**config.mk**
```make
export PLATFORM = sky130hd
export DESIGN_NAME = bcd_serial_adder_ctrl
export DESIGN_NICKNAME = d
export VERILOG_FILES = /design/src/rtl/bcd_serial_adder_ctrl_pkg.sv /design/src/rtl/bcd_serial_adder_ctrl_digit_adder.sv /design/src/rtl/bcd_serial_adder_ctrl.sv
export SDC_FILE = /design/constraint.sdc
export NUM_CORES = 1
export LEC_CHECK = 0
export BUFFER_PORTS_ARGS = -buffer_cell sky130_fd_sc_hd__buf_2
export CAP_MARGIN = 20
export CORE_MARGIN = 2
export CORE_UTILIZATION = 45
export DETAILED_ROUTE_END_ITERATION = 8
export GPL_TIMING_DRIVEN = 0
export PLACE_DENSITY = 0.69
export SLEW_MARGIN = 20
export SYNTH_ARGS = -nofsm -noshare
export SYNTH_HDL_FRONTEND = slang
export SYNTH_SLANG_ARGS = --single-unit
```
**constraint.sdc**
```tcl
create_clock -name clk -period 6.55 [get_ports clk]
set_input_delay 0.3275 -clock clk [delete_from_list [all_inputs] [get_ports clk]]
set_output_delay 0.3275 -clock clk [all_outputs]
set_load 0.02 [all_outputs]
```
**src/rtl/bcd_serial_adder_ctrl_pkg.sv**
```systemverilog
// Shared constants for the digit-serial BCD adder: FSM encoding and BCD digit limits.
package bcd_serial_adder_ctrl_pkg;

    localparam int DIGIT_W = 4;
    localparam logic [DIGIT_W-1:0] BCD_MAX  = 4'd9;
    localparam logic [DIGIT_W-1:0] BCD_CORR = 4'd6;

    typedef enum logic [1:0] {
        ST_IDLE = 2'd0,
        ST_ADD  = 2'd1,
        ST_DONE = 2'd2
    } state_t;

endpackage

```
**src/rtl/bcd_serial_adder_ctrl_digit_adder.sv**
```systemverilog
// One BCD digit plus decimal carry-in; combinational, shared by the serial controller.
module bcd_digit_adder
    import bcd_serial_adder_ctrl_pkg::*;
(
    input  logic [DIGIT_W-1:0] a_d,
    input  logic [DIGIT_W-1:0] b_d,
    input  logic               c,
    output logic [DIGIT_W-1:0] digit,
    output logic               carry,
    output logic               dig_err
);

    logic [DIGIT_W:0] w_s;

    assign w_s = {1'b0, a_d} + {1'b0, b_d} + {{DIGIT_W{1'b0}}, c};

    always_comb begin
        if (w_s > {1'b0, BCD_MAX}) begin
            // +6 skips the six unused binary codes; truncation drops the decimal carry
            digit = w_s[DIGIT_W-1:0] + BCD_CORR;
            carry = 1'b1;
        end else begin
            digit = w_s[DIGIT_W-1:0];
            carry = 1'b0;
        end
        dig_err = (a_d > BCD_MAX) | (b_d > BCD_MAX);
    end

endmodule

```
**src/rtl/bcd_serial_adder_ctrl.sv**
```systemverilog
// Adds two packed-BCD operands one digit per clock through a single shared digit adder.
//   state   | meaning
//   ST_IDLE | waiting for start; results from the last request held
//   ST_ADD  | processing digit r_idx, rippling the decimal carry
//   ST_DONE | one-cycle result-valid pulse
module bcd_serial_adder_ctrl
    import bcd_serial_adder_ctrl_pkg::*;
#(
    parameter int DIGITS = 4,
    parameter int IDX_W  = 2
) (
    input  logic                      clk,
    input  logic                      rst,
    input  logic                      start,
    input  logic [DIGIT_W*DIGITS-1:0] a,
    input  logic [DIGIT_W*DIGITS-1:0] b,
    input  logic                      cin,
    output logic                      busy,
    output logic                      done,
    output logic [DIGIT_W*DIGITS-1:0] sum,
    output logic                      cout,
    output logic                      err
);

    localparam int W = DIGIT_W * DIGITS;
    localparam logic [IDX_W-1:0] LAST_IDX = IDX_W'(DIGITS - 1);

    state_t             r_state;
    state_t             w_next;
    logic [W-1:0]       r_a;
    logic [W-1:0]       r_b;
    logic [W-1:0]       r_sum;
    logic               r_carry;
    logic               r_cout;
    logic               r_err;
    logic [IDX_W-1:0]   r_idx;

    logic [DIGIT_W-1:0] w_a_d;
    logic [DIGIT_W-1:0] w_b_d;
    logic [DIGIT_W-1:0] w_digit;
    logic               w_carry;
    logic               w_dig_err;
    logic               w_last;

    assign w_last = (r_idx == LAST_IDX);

    always_comb begin
        w_a_d = '0;
        w_b_d = '0;
        for (int i = 0; i < DIGITS; i++) begin
            if (r_idx == IDX_W'(i)) begin
                w_a_d = r_a[i*DIGIT_W +: DIGIT_W];
                w_b_d = r_b[i*DIGIT_W +: DIGIT_W];
            end
        end
    end

    bcd_digit_adder u_digit (
        .a_d     (w_a_d),
        .b_d     (w_b_d),
        .c       (r_carry),
        .digit   (w_digit),
        .carry   (w_carry),
        .dig_err (w_dig_err)
    );

    always_ff @(posedge clk or posedge rst) begin
        if (rst) begin
            r_state <= ST_IDLE;
        end else begin
            r_state <= w_next;
        end
    end

    always_comb begin
        w_next = r_state;
        unique case (r_state)
            ST_IDLE: if (start)  w_next = ST_ADD;
            ST_ADD:  if (w_last) w_next = ST_DONE;
            ST_DONE: w_next = ST_IDLE;
            default: w_next = ST_IDLE;
        endcase
    end

    always_comb begin
        busy = (r_state != ST_IDLE);
        done = (r_state == ST_DONE);
    end

    always_ff @(posedge clk or posedge rst) begin
        if (rst) begin
            r_a     <= '0;
            r_b     <= '0;
            r_sum   <= '0;
            r_carry <= 1'b0;
            r_cout  <= 1'b0;
            r_err   <= 1'b0;
            r_idx   <= '0;
        end else begin
            unique case (r_state)
                ST_IDLE: begin
                    if (start) begin
                        r_a     <= a;
                        r_b     <= b;
                        r_carry <= cin;
                        r_idx   <= '0;
                        r_err   <= 1'b0;
                        r_sum   <= '0;
                    end
                end
                ST_ADD: begin
                    for (int i = 0; i < DIGITS; i++) begin
                        if (r_idx == IDX_W'(i)) r_sum[i*DIGIT_W +: DIGIT_W] <= w_digit;
                    end
                    r_carry <= w_carry;
                    r_err   <= r_err | w_dig_err;
                    if (w_last) begin
                        r_cout <= w_carry;
                        r_idx  <= '0;
                    end else begin
                        r_idx  <= r_idx + IDX_W'(1);
                    end
                end
                default: ;
            endcase
        end
    end

    assign sum  = r_sum;
    assign cout = r_cout;
    assign err  = r_err;

endmodule

```
-- Word-level counts from Yosys, hierarchy flattened
Cells that the tools add are included.
- input bits: 36
- register bits: 55
- output and inout bits: 20
- word-level logic and storage cells: 68
- add/subtract/negate cells: 4
- multiplexer cells: 26
- eq/ne operators: 10
- reduce and logical (&&, ||, !) cells: 12
- bitwise gates (word level): 2
- order comparisons: 3
- operator list (kind ; number):
    2-to-1 mux 4 bit ; 13
    case mux 16 bit (2 select lines) ; 1
    2-to-1 mux 16 bit ; 1
    AND reduction 3 bit ; 4
    != test 2 bit (second input constant) ; 5
    greater-than comparator 4 bit (second input constant) ; 2
    2-to-1 mux 2 bit ; 4
    case mux 2 bit (2 select lines) ; 2
    AND reduction 2 bit ; 4
    == test 2 bit (second input constant) ; 3
    adder 4 x 4 -> 5 bit ; 1
    adder 5 x 1 -> 5 bit ; 1
    greater-than comparator 5 x 4 -> 1 bit (second input constant) ; 1
    adder 4 x 3 -> 4 bit (second input constant) ; 1
    == test 2 x 1 -> 1 bit (second input constant) ; 2
    logical NOT 2 bit ; 2
    case mux 1 bit (2 select lines) ; 2
    nonzero test 2 bit ; 2
    2-to-1 mux 1 bit ; 3
    adder 2 x 1 -> 2 bit (second input constant) ; 1
    OR 1 bit ; 2

-- Depth between registers and ports, before layout
- word-level depth: 11
- mapped depth: 17
- depth with buffers taken out: 16

-- Hierarchy
A second synthesis with hierarchy kept.
- cell total of the unflattened synthesis: 240
- area, all modules: 2839.0 um^2
- modules (own cells, without submodules) (module ; seq. area each (um^2) ; cells an instance ; area each (um^2) ; times used):
    bcd_serial_adder_ctrl ; 1376.3 ; 215 ; 2613.8 ; 1
    bcd_digit_adder ; 0.0 ; 25 ; 225.2 ; 1

-- Least setup slack after synthesis
Ideal clock, no wire load.
- path kind: reg2reg
- start point: register r_idx[1]
- end point: register r_sum[2], in the netlist sum[2]
- buffers on the path: 2
- setup time: 0.078 ns
- arrival: 3.778 ns
- stages on the path, launching flop included: 17
- setup slack: 2.695 ns
- path through: dfrtp_1 inv_1 ha_1 clkbuf_1 clkbuf_1 a21oi_1 o21ai_0 mux2i_1 fa_1 fa_1 xor2_2 ha_1 a22oi_1 a311o_1 mux2i_4 nand2_1 a21oi_1
- cells in the longest elaborated chain, start to end: 11
- ends and longest elaborated chain (element ; line ; text):
    from (decl) ; bcd_serial_adder_ctrl.sv:36 ; logic [IDX_W-1:0] r_idx;
    from (signal assigned) ; bcd_serial_adder_ctrl.sv:121 ; r_idx <= r_idx + IDX_W'(1);
    logical NOT 2 bit ; bcd_serial_adder_ctrl.sv:51, bcd_serial_adder_ctrl.sv:113 ;
    2-to-1 mux 4 bit (4 in series) ; bcd_serial_adder_ctrl.sv:51 ; if (r_idx == IDX_W'(i)) begin
    adder 4 x 4 -> 5 bit ; bcd_serial_adder_ctrl_digit_adder.sv:15 ; assign w_s = {1'b0, a_d} + {1'b0, b_d} + {{DIGIT_W{1'b0}}, c};
    adder 5 x 1 -> 5 bit ; bcd_serial_adder_ctrl_digit_adder.sv:15 ;
    adder 4 x 3 -> 4 bit / greater-than comparator 5 x 4 -> 1 bit (equally long branches) ; bcd_serial_adder_ctrl_digit_adder.sv:20, bcd_serial_adder_ctrl_digit_adder.sv:18 ;
    2-to-1 mux 4 bit ; bcd_serial_adder_ctrl_digit_adder.sv:18 ; if (w_s > {1'b0, BCD_MAX}) begin
    2-to-1 mux 4 bit ; bcd_serial_adder_ctrl.sv:113 ; if (r_idx == IDX_W'(i)) r_sum[i*DIGIT_W +: DIGIT_W] <= w_digit;
    case mux 16 bit (2 select lines) ; bcd_serial_adder_ctrl.sv:100 ; unique case (r_state)
    to (signal, indexed assignment) ; bcd_serial_adder_ctrl.sv:113 ;
    to (decl) ; bcd_serial_adder_ctrl.sv:32 ; logic [W-1:0] r_sum;
Several ways; a longest one is shown, not always the timed one. The select of a mux whose other input is x is not followed.
A chain may end at the register's enable or synchronous reset.

-- Final worst setup path
Same ends and word-level chain as after synthesis.

==> flow_summary.json <==
{
  "fin_tns_setup_ns": 0,
  "gr-total-overflow": 0,
  "place_area_sq_mm": 0.00310,
  "num_vias": 2324,
  "ys_ff_latch": 55,
  "dpl.hpwl_um": 4670,
  "fp-row-count": 28,
  "cts_hold_buf": 0,
  "synth_cell_types": 35,
  "num-fill-cells": 584,
  "ys_seq_area_share_pct": 50.5,
  "final_layout_size_suffix_gt1_share_pct": 18.6,
  "dr.pass1.iters": 4,
  "critPathBufInv": 3,
  "grt_pass1_vias": 2329,
  "syn_inst": 318,
  "path_clk_slew_ns": 0.10,
  "netlist_area_sq_mm": 0.00272,
  "reg2reg_depth": 16,
  "status": "finished clean",
  "grt_max_degree": 56,
  "clock_skew_ns": 0.00694,
  "route.antenna.remaining_nets": 0,
  "cts_tree": "yes",
  "drc_errors": 0,
  "cap_violations": 0,
  "die_h_um": 81.8,
  "cts_root_buf": "clkbuf_8",
  "crit_arrival_ns": 4.71,
  "grt_pass1_wl_um": 10800,
  "die-area_sq_mm": 0.00669,
  "final.min_clock_period_ns": 4.47,
  "stdcell_count": 456,
  "rr_endpoint": "sum[2]",
  "crit_path_max_incr_delay_ns": 0.50,
  "avgSynthCellArea_sq_um": 8.57,
  "drtIter0Drc": 95,
  "wl_per_cell_um": 13.6,
  "design.core.area_sq_mm": 0.00589,
  "dp_slack_ns": 2.10,
  "max_slew_margin_pct": 56.0,
  "timing.final.hold_violations": 0,
  "routed_wl_um": 6200,
  "worstPathMaxFanout": 10,
  "cts_made_buffers": 5,
  "cp-end-kind": "register",
  "startpoint_type": "register",
  "cts.path.max_buffers": 2,
  "grt.total_usage_pct": 21.2,
  "ys.warnings.count": 0,
  "postCtsResizedCells": 0,
  "portBuffers": 55,
  "path_class": "register to register",
  "fin_nets": 426,
  "utilization_pct": 54.5,
  "viasPerCell": 5.10,
  "peakVddDrop_v": 0.000275,
  "r2r-start": "r_idx[1]",
  "crit_required_ns": 6.79,
  "die_w_um": 81.8,
  "post_cts_buffers": 0,
  "dp_cells": 448,
  "slowest_stage": "fa_1",
  "area_growth_syn_to_layout_pct": 17.9,
  "antenna_found_initial": 0,
  "powerDensity_mw_per_mm2": 652,
  "fin_area_sq_mm": 0.00321,
  "fin_ws_ns": 2.08,
  "worst_path_dominant_cell_family": "adder cells",
  "setup-violations-final": 0,
  "insertedDiodeCount": 0,
  "h-tree-depth": 2,
  "rsz0062_at_grt": "false",
  "ioPinCount": 56,
  "gp_congestion": 0.799,
  "timing.fmax_ghz": 0.224,
  "start_util_pct": 46.3,
  "clock_latency_ns": 0.31,
  "post-route-period-util_pct": 68.2,
  "tightest_slew_ns": 0.660,
  "reg2reg_slack_ns": 2.08,
  "syn_nets": 364,
  "cts.sinks": 55,
  "leakage_nw": 1.65,
  "maxSlewViolCount": 0,
  "min_path_type": "input pin to async pin",
  "worstPathCellList": "inv_1 > ha_1 > clkbuf_1 > clkbuf_1 > a21oi_1 > o21ai_0 > mux2i_1 > fa_1 > fa_1 > xor2_2 > ha_1 > a22oi_1 > a311o_1 > mux2i_4 > a31oi_1 > a21oi_1"
}
cells by family (layout without fill, tap and decap cells):
logic type	after synthesis	in the layout	synth area share, %
DFF	55	55	50.5
adders and majority gates	10	10	5.14
buffers and inverters	24	87	3.35
and+or+nand+nor	160	160	24.3
AOI/OAI and AO/OA	60	60	12.6
muxes	7	7	3.22
xor gates and xnor gates	2	2	0.919
layer usage:
layer	up-vias	part of all wire [%]	GRT usage, %
met5	-	0	0
met4	0	1.9	6.83
met3	10	5.2	3.85
met2	67	48	36.3
met1	1081	45	27.0
li1	1166	-	-
cell usage after synthesis:
library cell | number | area share [%]
nor2_1 | 13 | 1.8
o211a_1 | 1 | 0.37
nor2b_1 | 4 | 0.92
a211oi_1 | 2 | 0.55
xnor2_1 | 1 | 0.32
o21ai_1 | 1 | 0.18
nor3b_1 | 1 | 0.28
buf_1 | 3 | 0.41
nand2_1 | 127 | 18
a311o_1 | 1 | 0.37
o311ai_0 | 1 | 0.32
clkbuf_1 | 12 | 1.7
or3_1 | 2 | 0.46
nand3b_1 | 6 | 1.7
o31ai_1 | 2 | 0.55
a21o_1 | 1 | 0.28
and2_1 | 3 | 0.69
and3b_1 | 1 | 0.32
mux2i_1 | 2 | 0.73
a21oi_1 | 23 | 4.2
o21a_1 | 2 | 0.55
nor3_1 | 1 | 0.18
dfrtp_1 | 55 | 51
inv_1 | 8 | 1.1
fa_1 | 2 | 1.5
a31oi_1 | 3 | 0.69
mux2i_4 | 1 | 0.83
xor2_2 | 1 | 0.60
nand2b_1 | 2 | 0.46
o21ai_0 | 20 | 3.7
buf_2 | 1 | 0.18
a22oi_1 | 2 | 0.55
mux2_2 | 4 | 1.7
ha_1 | 8 | 3.7
a21boi_0 | 1 | 0.28
layout by cell type, fill, tap and decap left out, types with 3 or more instances in the layout:
master	n
buf_2	56
clkbuf_1	12
nor2_1	13
o21ai_0	20
buf_1	3
and2_1	3
inv_1	7
nand2_1	127
clkbuf_8	5
nand3b_1	6
a31oi_1	3
nor2b_1	4
mux2_2	4
ha_1	8
dfrtp_1	55
a21oi_1	23
flip-flops by register name (all words and copies together), names as in the netlist:
signal / count
r_idx: 2
r_carry: 1
err: 1
cout: 1
r_b: 16
r_state: 2
sum: 16
r_a: 16
through the flow:
step	hold slack (ns)	total power [mW]
after floorplan	0.433	1.54
after global placement	0.460	1.81
after detailed placement	0.464	1.87
after CTS	0.138	2.10
after global routing	0.166	2.31
final	0.108	2.09
final cells by class:
type,count,area [sq um],area share [%]
Inverter,8,32.5,1.01
Timing Repair Buffer,55,275,8.57
Multi-Input combinational cell,239,1260,39.1
Tap cell,75,93.8,2.92
Clock inverter,3,46.3,1.44
Sequential cell,55,1380,42.9
Buffer,16,61.3,1.91
Clock buffer,5,68.8,2.14
power by group:
group	switching, mW	internal, mW
Sequential	0.0919	0.496
Clock	0.116	0.115
Combinational	0.778	0.496
worst max-delay path by stage:
stage | from | slack [ns] | cells past startpoint | to
5_1_grt | r_idx[0] | 1.57 | 16 | sum[14]
2_1_floorplan | r_idx[1] | 2.69 | 16 | sum[2]
6_report | r_idx[1] | 2.08 | 16 | sum[2]
3_3_place_gp | r_idx[1] | 2.16 | 16 | sum[2]
3_5_place_dp | r_idx[1] | 2.10 | 16 | sum[14]
4_1_cts | r_idx[1] | 2.06 | 16 | sum[14]
No activity file was read; power rests on OpenSTA's default activity.
